`src/rtl/muldiv_unit.sv`:
```
// Iterative 32-bit multiply/divide unit owning the HI/LO register pair.
// Optional macro MULDIV_FAST_MUL_EN: single-cycle combinational multiply path.
module muldiv_unit (
    input  logic        clk,
    input  logic        rst_n,
    input  logic        start,
    input  logic [1:0]  op,
    input  logic [31:0] a,
    input  logic [31:0] b,
    input  logic        wr_hi,
    input  logic        wr_lo,
    input  logic [31:0] wdata,
    output logic        busy,
    output logic        done,
    output logic        div_zero,
    output logic [31:0] hi,
    output logic [31:0] lo
);

    typedef enum logic [1:0] {IDLE, CALC, FIX} state_t;

    state_t      state;
    logic [4:0]  cnt;
    logic [1:0]  op_r;
    logic        sign_q;
    logic        sign_r;
    logic        b_zero;
    logic [31:0] a_mag;
    logic [31:0] b_mag;
    logic [63:0] acc;

    logic [32:0] mul_sum;
    logic [33:0] div_trial;
    logic [63:0] acc_next;
    logic [63:0] product;
    logic [31:0] res_hi;
    logic [31:0] res_lo;

    function automatic logic [31:0] magnitude(input logic [31:0] x, input logic is_signed);
        magnitude = (is_signed && x[31]) ? (~x + 32'd1) : x;
    endfunction

    function automatic logic [31:0] apply_sign32(input logic [31:0] v, input logic neg);
        apply_sign32 = neg ? (~v + 32'd1) : v;
    endfunction

    function automatic logic [63:0] apply_sign64(input logic [63:0] v, input logic neg);
        apply_sign64 = neg ? (~v + 64'd1) : v;
    endfunction

    // Multiply keeps {partial product, multiplier}; divide keeps {remainder, dividend/quotient}.
    always_comb begin
        mul_sum   = {1'b0, acc[63:32]} + (acc[0] ? {1'b0, a_mag} : 33'd0);
        div_trial = {1'b0, acc[63:31]} - {2'b00, b_mag};
        if (op_r[1]) begin
            acc_next = div_trial[33] ? {acc[62:0], 1'b0}
                                     : {div_trial[31:0], acc[30:0], 1'b1};
        end else begin
            acc_next = {mul_sum, acc[31:1]};
        end
    end

    always_comb begin
`ifdef MULDIV_FAST_MUL_EN
        product = {32'd0, a_mag} * {32'd0, b_mag};
`else
        product = acc;
`endif
        if (op_r[1]) begin
            // Remainder of a zero divide is the dividend itself, restored to a's sign.
            res_lo = b_zero ? 32'hFFFF_FFFF : apply_sign32(acc[31:0], sign_q);
            res_hi = apply_sign32(acc[63:32], sign_r);
        end else begin
            {res_hi, res_lo} = apply_sign64(product, sign_q);
        end
    end

    always_ff @(posedge clk) begin
        if (state == IDLE && start) begin
            op_r   <= op;
            a_mag  <= magnitude(a, op[0]);
            b_mag  <= magnitude(b, op[0]);
            sign_q <= op[0] & (a[31] ^ b[31]);
            sign_r <= op[0] & a[31];
            b_zero <= (b == 32'd0);
            acc    <= {32'd0, op[1] ? magnitude(a, op[0]) : magnitude(b, op[0])};
        end else if (state == CALC) begin
            acc <= acc_next;
        end
    end

    always_ff @(posedge clk or negedge rst_n) begin
        if (!rst_n) begin
            state    <= IDLE;
            cnt      <= 5'd0;
            busy     <= 1'b0;
            done     <= 1'b0;
            div_zero <= 1'b0;
            hi       <= 32'd0;
            lo       <= 32'd0;
        end else begin
            done     <= 1'b0;
            div_zero <= 1'b0;
            case (state)
                IDLE: begin
                    if (start) begin
                        cnt  <= 5'd0;
                        busy <= 1'b1;
`ifdef MULDIV_FAST_MUL_EN
                        state <= op[1] ? CALC : FIX;
`else
                        state <= CALC;
`endif
                    end
                end
                CALC: begin
                    cnt <= cnt + 5'd1;
                    if (cnt == 5'd31) begin
                        state <= FIX;
                    end
                end
                FIX: begin
                    state    <= IDLE;
                    busy     <= 1'b0;
                    done     <= 1'b1;
                    div_zero <= op_r[1] & b_zero;
                end
                default: begin
                    state <= IDLE;
                    busy  <= 1'b0;
                end
            endcase

            // A computed result takes priority over a coincident MTHI/MTLO.
            if (state == FIX) begin
                hi <= res_hi;
                lo <= res_lo;
            end else begin
                if (wr_hi) hi <= wdata;
                if (wr_lo) lo <= wdata;
            end
        end
    end

endmodule

```
`config.mk`:
```
export PLATFORM = sky130hd
export DESIGN_NAME = muldiv_unit
export DESIGN_NICKNAME = d
export VERILOG_FILES = /design/src/rtl/muldiv_unit.sv
export SDC_FILE = /design/constraint.sdc
export NUM_CORES = 1
export LEC_CHECK = 0
export ABC_AREA = 1
export BUFFER_PORTS_ARGS = -buffer_cell sky130_fd_sc_hd__buf_2
export CORE_UTILIZATION = 49
export DETAILED_ROUTE_END_ITERATION = 8
export PLACE_DENSITY = 0.69
export SLEW_MARGIN = 20
export SYNTH_ARGS = -nofsm -noshare
export SYNTH_HDL_FRONTEND = slang
export SYNTH_SLANG_ARGS = --single-unit
```
`constraint.sdc`:
```
create_clock -name clk -period 4.5 [get_ports clk]
set_clock_uncertainty 0.05 [all_clocks]
set_input_delay 0.9 -clock clk [delete_from_list [all_inputs] [get_ports clk]]
set_output_delay 0.9 -clock clk [all_outputs]
set_load 0.02 [all_outputs]
```
==> impl_results.md <==
* Status: complete, no violations
* Post-cts sizing count at 0
* Kind of critical path: reg -> reg
* Slew @ Worst Pin at 1.11 ns
* Root Driver: clkbuf_16
* Power Density at 639 mW/mm²
* Async set-or-reset flop fraction in the synthesized netlist at 0.359
* Max H-tree Level at 1
* Final Util at 0.554
* Worst r2r dst: acc[45]
* Die H at 197 µm
* Routed WL per cell at 21.0 µm
* Setup violators final at 0
* Clk slew on worst S/H paths at 0.07 ns
* Seq/Total Area, Yosys at 0.294
* CP Capture Type: register
* PnR Total Power at 13.3 mW
* Fmax at 328 MHz
* Clock power frac at 0.155
* Fill cells at 3862
* Drt initial violations at 2994
* RSZ-0062 raised after global routing: no
* First-pass iteration count of the detailed router at 6
* First-pass GRT wire length at 114000 µm
* Share of layout cells above drive strength 1 at 0.0977
* Vias/cell at 5.71
* Worst reg2reg startpoint: acc[0]
* #FFs+latches synth at 206
* Num CTS Buffers at 24
* Die Wd at 197 µm
* CTS tree: done
* Pint at 6.13 mW
* Place WS at 1.31 ns
* Storage element area at 0.00550 mm²
* DIE AREA at 0.0389 mm²
* Fraction of power consumed by sequential logic at 0.261
* Max Cap Violations at 0
* Gr usage total at 0.393
* Vias at 21000
* Residual overflow from global routing at 0
* Placer Congestion at 1.08
* Synth Cell Area at 0.0187 mm²
* Yosys warning count at 0
* Tmin final at 3.05 ns
* Critical Path RT at 4.91 ns
* TNS Setup at 0 ns
* Initial antenna violation count at 0
* Setup bufs post-CTS at 0
* Sinks on the clock net at 206
* Type of origin of the critical path: register
* Num ports at 170
* Buffers on Ports at 169
* Synth Flop Type: edfxtp_1
* Setup ws final at 1.45 ns
* FF-to-FF path depth at 14
* Area of the multi-input gates at 0.0111 mm²
* FF-to-FF setup slack at 1.45 ns
* Worst vdd ir at 0.000352 V
* Tightest Hold Check Type: in -> async
* Comb pwr share at 0.584
* Crit path max fanout at 12
* Largest net degree at the start of global routing at 94
* DP Wirelength at 62200 µm
* Clock Latency Late Sink at 0.57 ns
* Mapped Nets at 3193
* CORE AREA at 0.0376 mm²
* Vias in the first global route at 19000
* Final period utilization at 0.677
* Arrival time of the worst setup path at 3.45 ns
* Cts hold-fix bufs at 0
* Fin. max-slew vios at 0
* Net switching share of the total power at 0.539
* Syn Area/Cell at 6.19 µm²
* Post-synthesis cell type count at 53
* Hold Violations, Final at 0
* Layout area overhead at 11.4%
* Leakage Power at 10.7 nW
* Relative slew slack at 0.257
* Starting Density at 0.497
* P_sw at 7.16 mW
* Cell Rows at 71
* # DRC at 0
* Final wirelength at 77300 µm
* EDFF count, synth at 100
* Final ANT Viol Nets at 0
* Clock Path Buffers at 3
* Final #Nets at 3320
* Placed cells at 3630
* Finished Layout Cells at 3675
* Mapped Cells at 3018
logic make-up (layout without fill, tap and decap cells):
kind of cell    count (synthesis)  count (layout)  share of synthesized area
buf+inv                       552             696                      0.113
xor+xnor                       69              69                     0.0323
simple gates                 1721            1721                      0.392
flops                         206             206                      0.294
other cells                     0               2                          0
compound gates                398             398                      0.119
fa+ha+maj                      72              72                     0.0490
synthesized netlist by cell type, types with 14 or more instances:
| cell | n | area share |
|---|---|---|
| o21ai_1 | 14 | 0.0038 |
| inv_1 | 440 | 0.088 |
| clkbuf_1 | 64 | 0.013 |
| nand3_1 | 259 | 0.069 |
| nand3b_1 | 22 | 0.0088 |
| nand4_1 | 65 | 0.022 |
| xor2_1 | 55 | 0.026 |
| nor2_1 | 304 | 0.061 |
| xnor2_1 | 14 | 0.0066 |
| nor3_1 | 23 | 0.0062 |
| buf_1 | 14 | 0.0028 |
| ha_1 | 70 | 0.047 |
| nand2_1 | 986 | 0.20 |
| inv_2 | 15 | 0.0030 |
| o21ai_0 | 181 | 0.048 |
| dfrtp_1 | 74 | 0.099 |
| o211ai_1 | 19 | 0.0076 |
| edfxtp_1 | 100 | 0.16 |
| dfxtp_1 | 32 | 0.034 |
| a21oi_1 | 120 | 0.032 |
per-layer routing:
metal | global-route usage | vias to the layer above | share of wire
li1 | - | 9945 | -
met1 | 0.557 | 9731 | 0.42
met2 | 0.609 | 1155 | 0.44
met3 | 0.0584 | 154 | 0.10
met4 | 0.128 | 0 | 0.036
met5 | 0 | - | 0
metrics by stage:
step                      hold slack [ns]  instance area (µm²)
after floorplan                     0.421                18700
after global placement              0.427                20000
after detailed placement            0.435                20000
after CTS                           0.450                20800
after global routing                0.475                20800
final                               0.430                20800
power groups by stage:
stage,sequential [mW],combinational (mW),clock (mW)
after detailed placement,3.44,7.52,0
after floorplan,3.07,5.35,0
final,3.47,7.76,2.06
after CTS,3.40,7.57,2.05
after global placement,3.46,7.41,0
after global routing,3.46,8.60,2.11
worst max-delay path by stage:
| stage | start | end | slack, ns | cells after the start |
|---|---|---|---|---|
| 5_1_grt | acc[0] | acc[51] | 1.22 | 15 |
| 4_1_cts | acc[0] | acc[43] | 1.51 | 14 |
| 2_1_floorplan | start | acc[1] | 0.48 | 5 |
| 3_3_place_gp | acc[0] | acc[43] | 1.02 | 15 |
| 3_5_place_dp | op[0] | acc[30] | 1.31 | 10 |
| 6_report | acc[0] | acc[45] | 1.45 | 14 |
flip-flops by register name (all words and copies together), names as in the netlist:
name      count
cnt           5
op_r          1
a_mag        32
state         2
sign_q        1
div_zero      1
done          1
busy          1
b_mag        32
hi           32
lo           32
b_zero        1
sign_r        1
acc          64
final cells by class:
| type | count | area share |
|---|---|---|
| flip-flops and latches | 206 | 0.264 |
| repair buffers | 193 | 0.0498 |
| diodes | 2 | 0.000241 |
| clock inverters | 17 | 0.00980 |
| clock buffers | 26 | 0.0292 |
| multi-input cells | 2260 | 0.533 |
| inverters | 460 | 0.0831 |
| well taps | 511 | 0.0307 |
cells in the final DEF (no fill, tap or decap), drive strengths merged, types with 55 or more instances in the layout:
| master | instances |
|---|---|
| xor2 | 55 |
| ha | 70 |
| buf | 193 |
| o21ai | 205 |
| nand3 | 263 |
| dfrtp | 74 |
| inv | 458 |
| nor2 | 323 |
| a21oi | 123 |
| nand2 | 1000 |
| nand4 | 65 |
| edfxtp | 100 |
critical path: stages, from the launching register on:
cell	delay, ns
edfxtp_1	0.63
nand2_1	0.14
inv_1	0.05
ha_1	0.22
fa_1	0.38
nand2_1	0.11
nand3_1	0.15
nand3_1	0.11
nand2_1	0.12
nand2_1	0.09
nand3b_1	0.16
o21ai_0	0.47
o21ai_2	0.09
nor2_1	0.12
nor2_1	0.05
(Power assumes the default switching activity.)
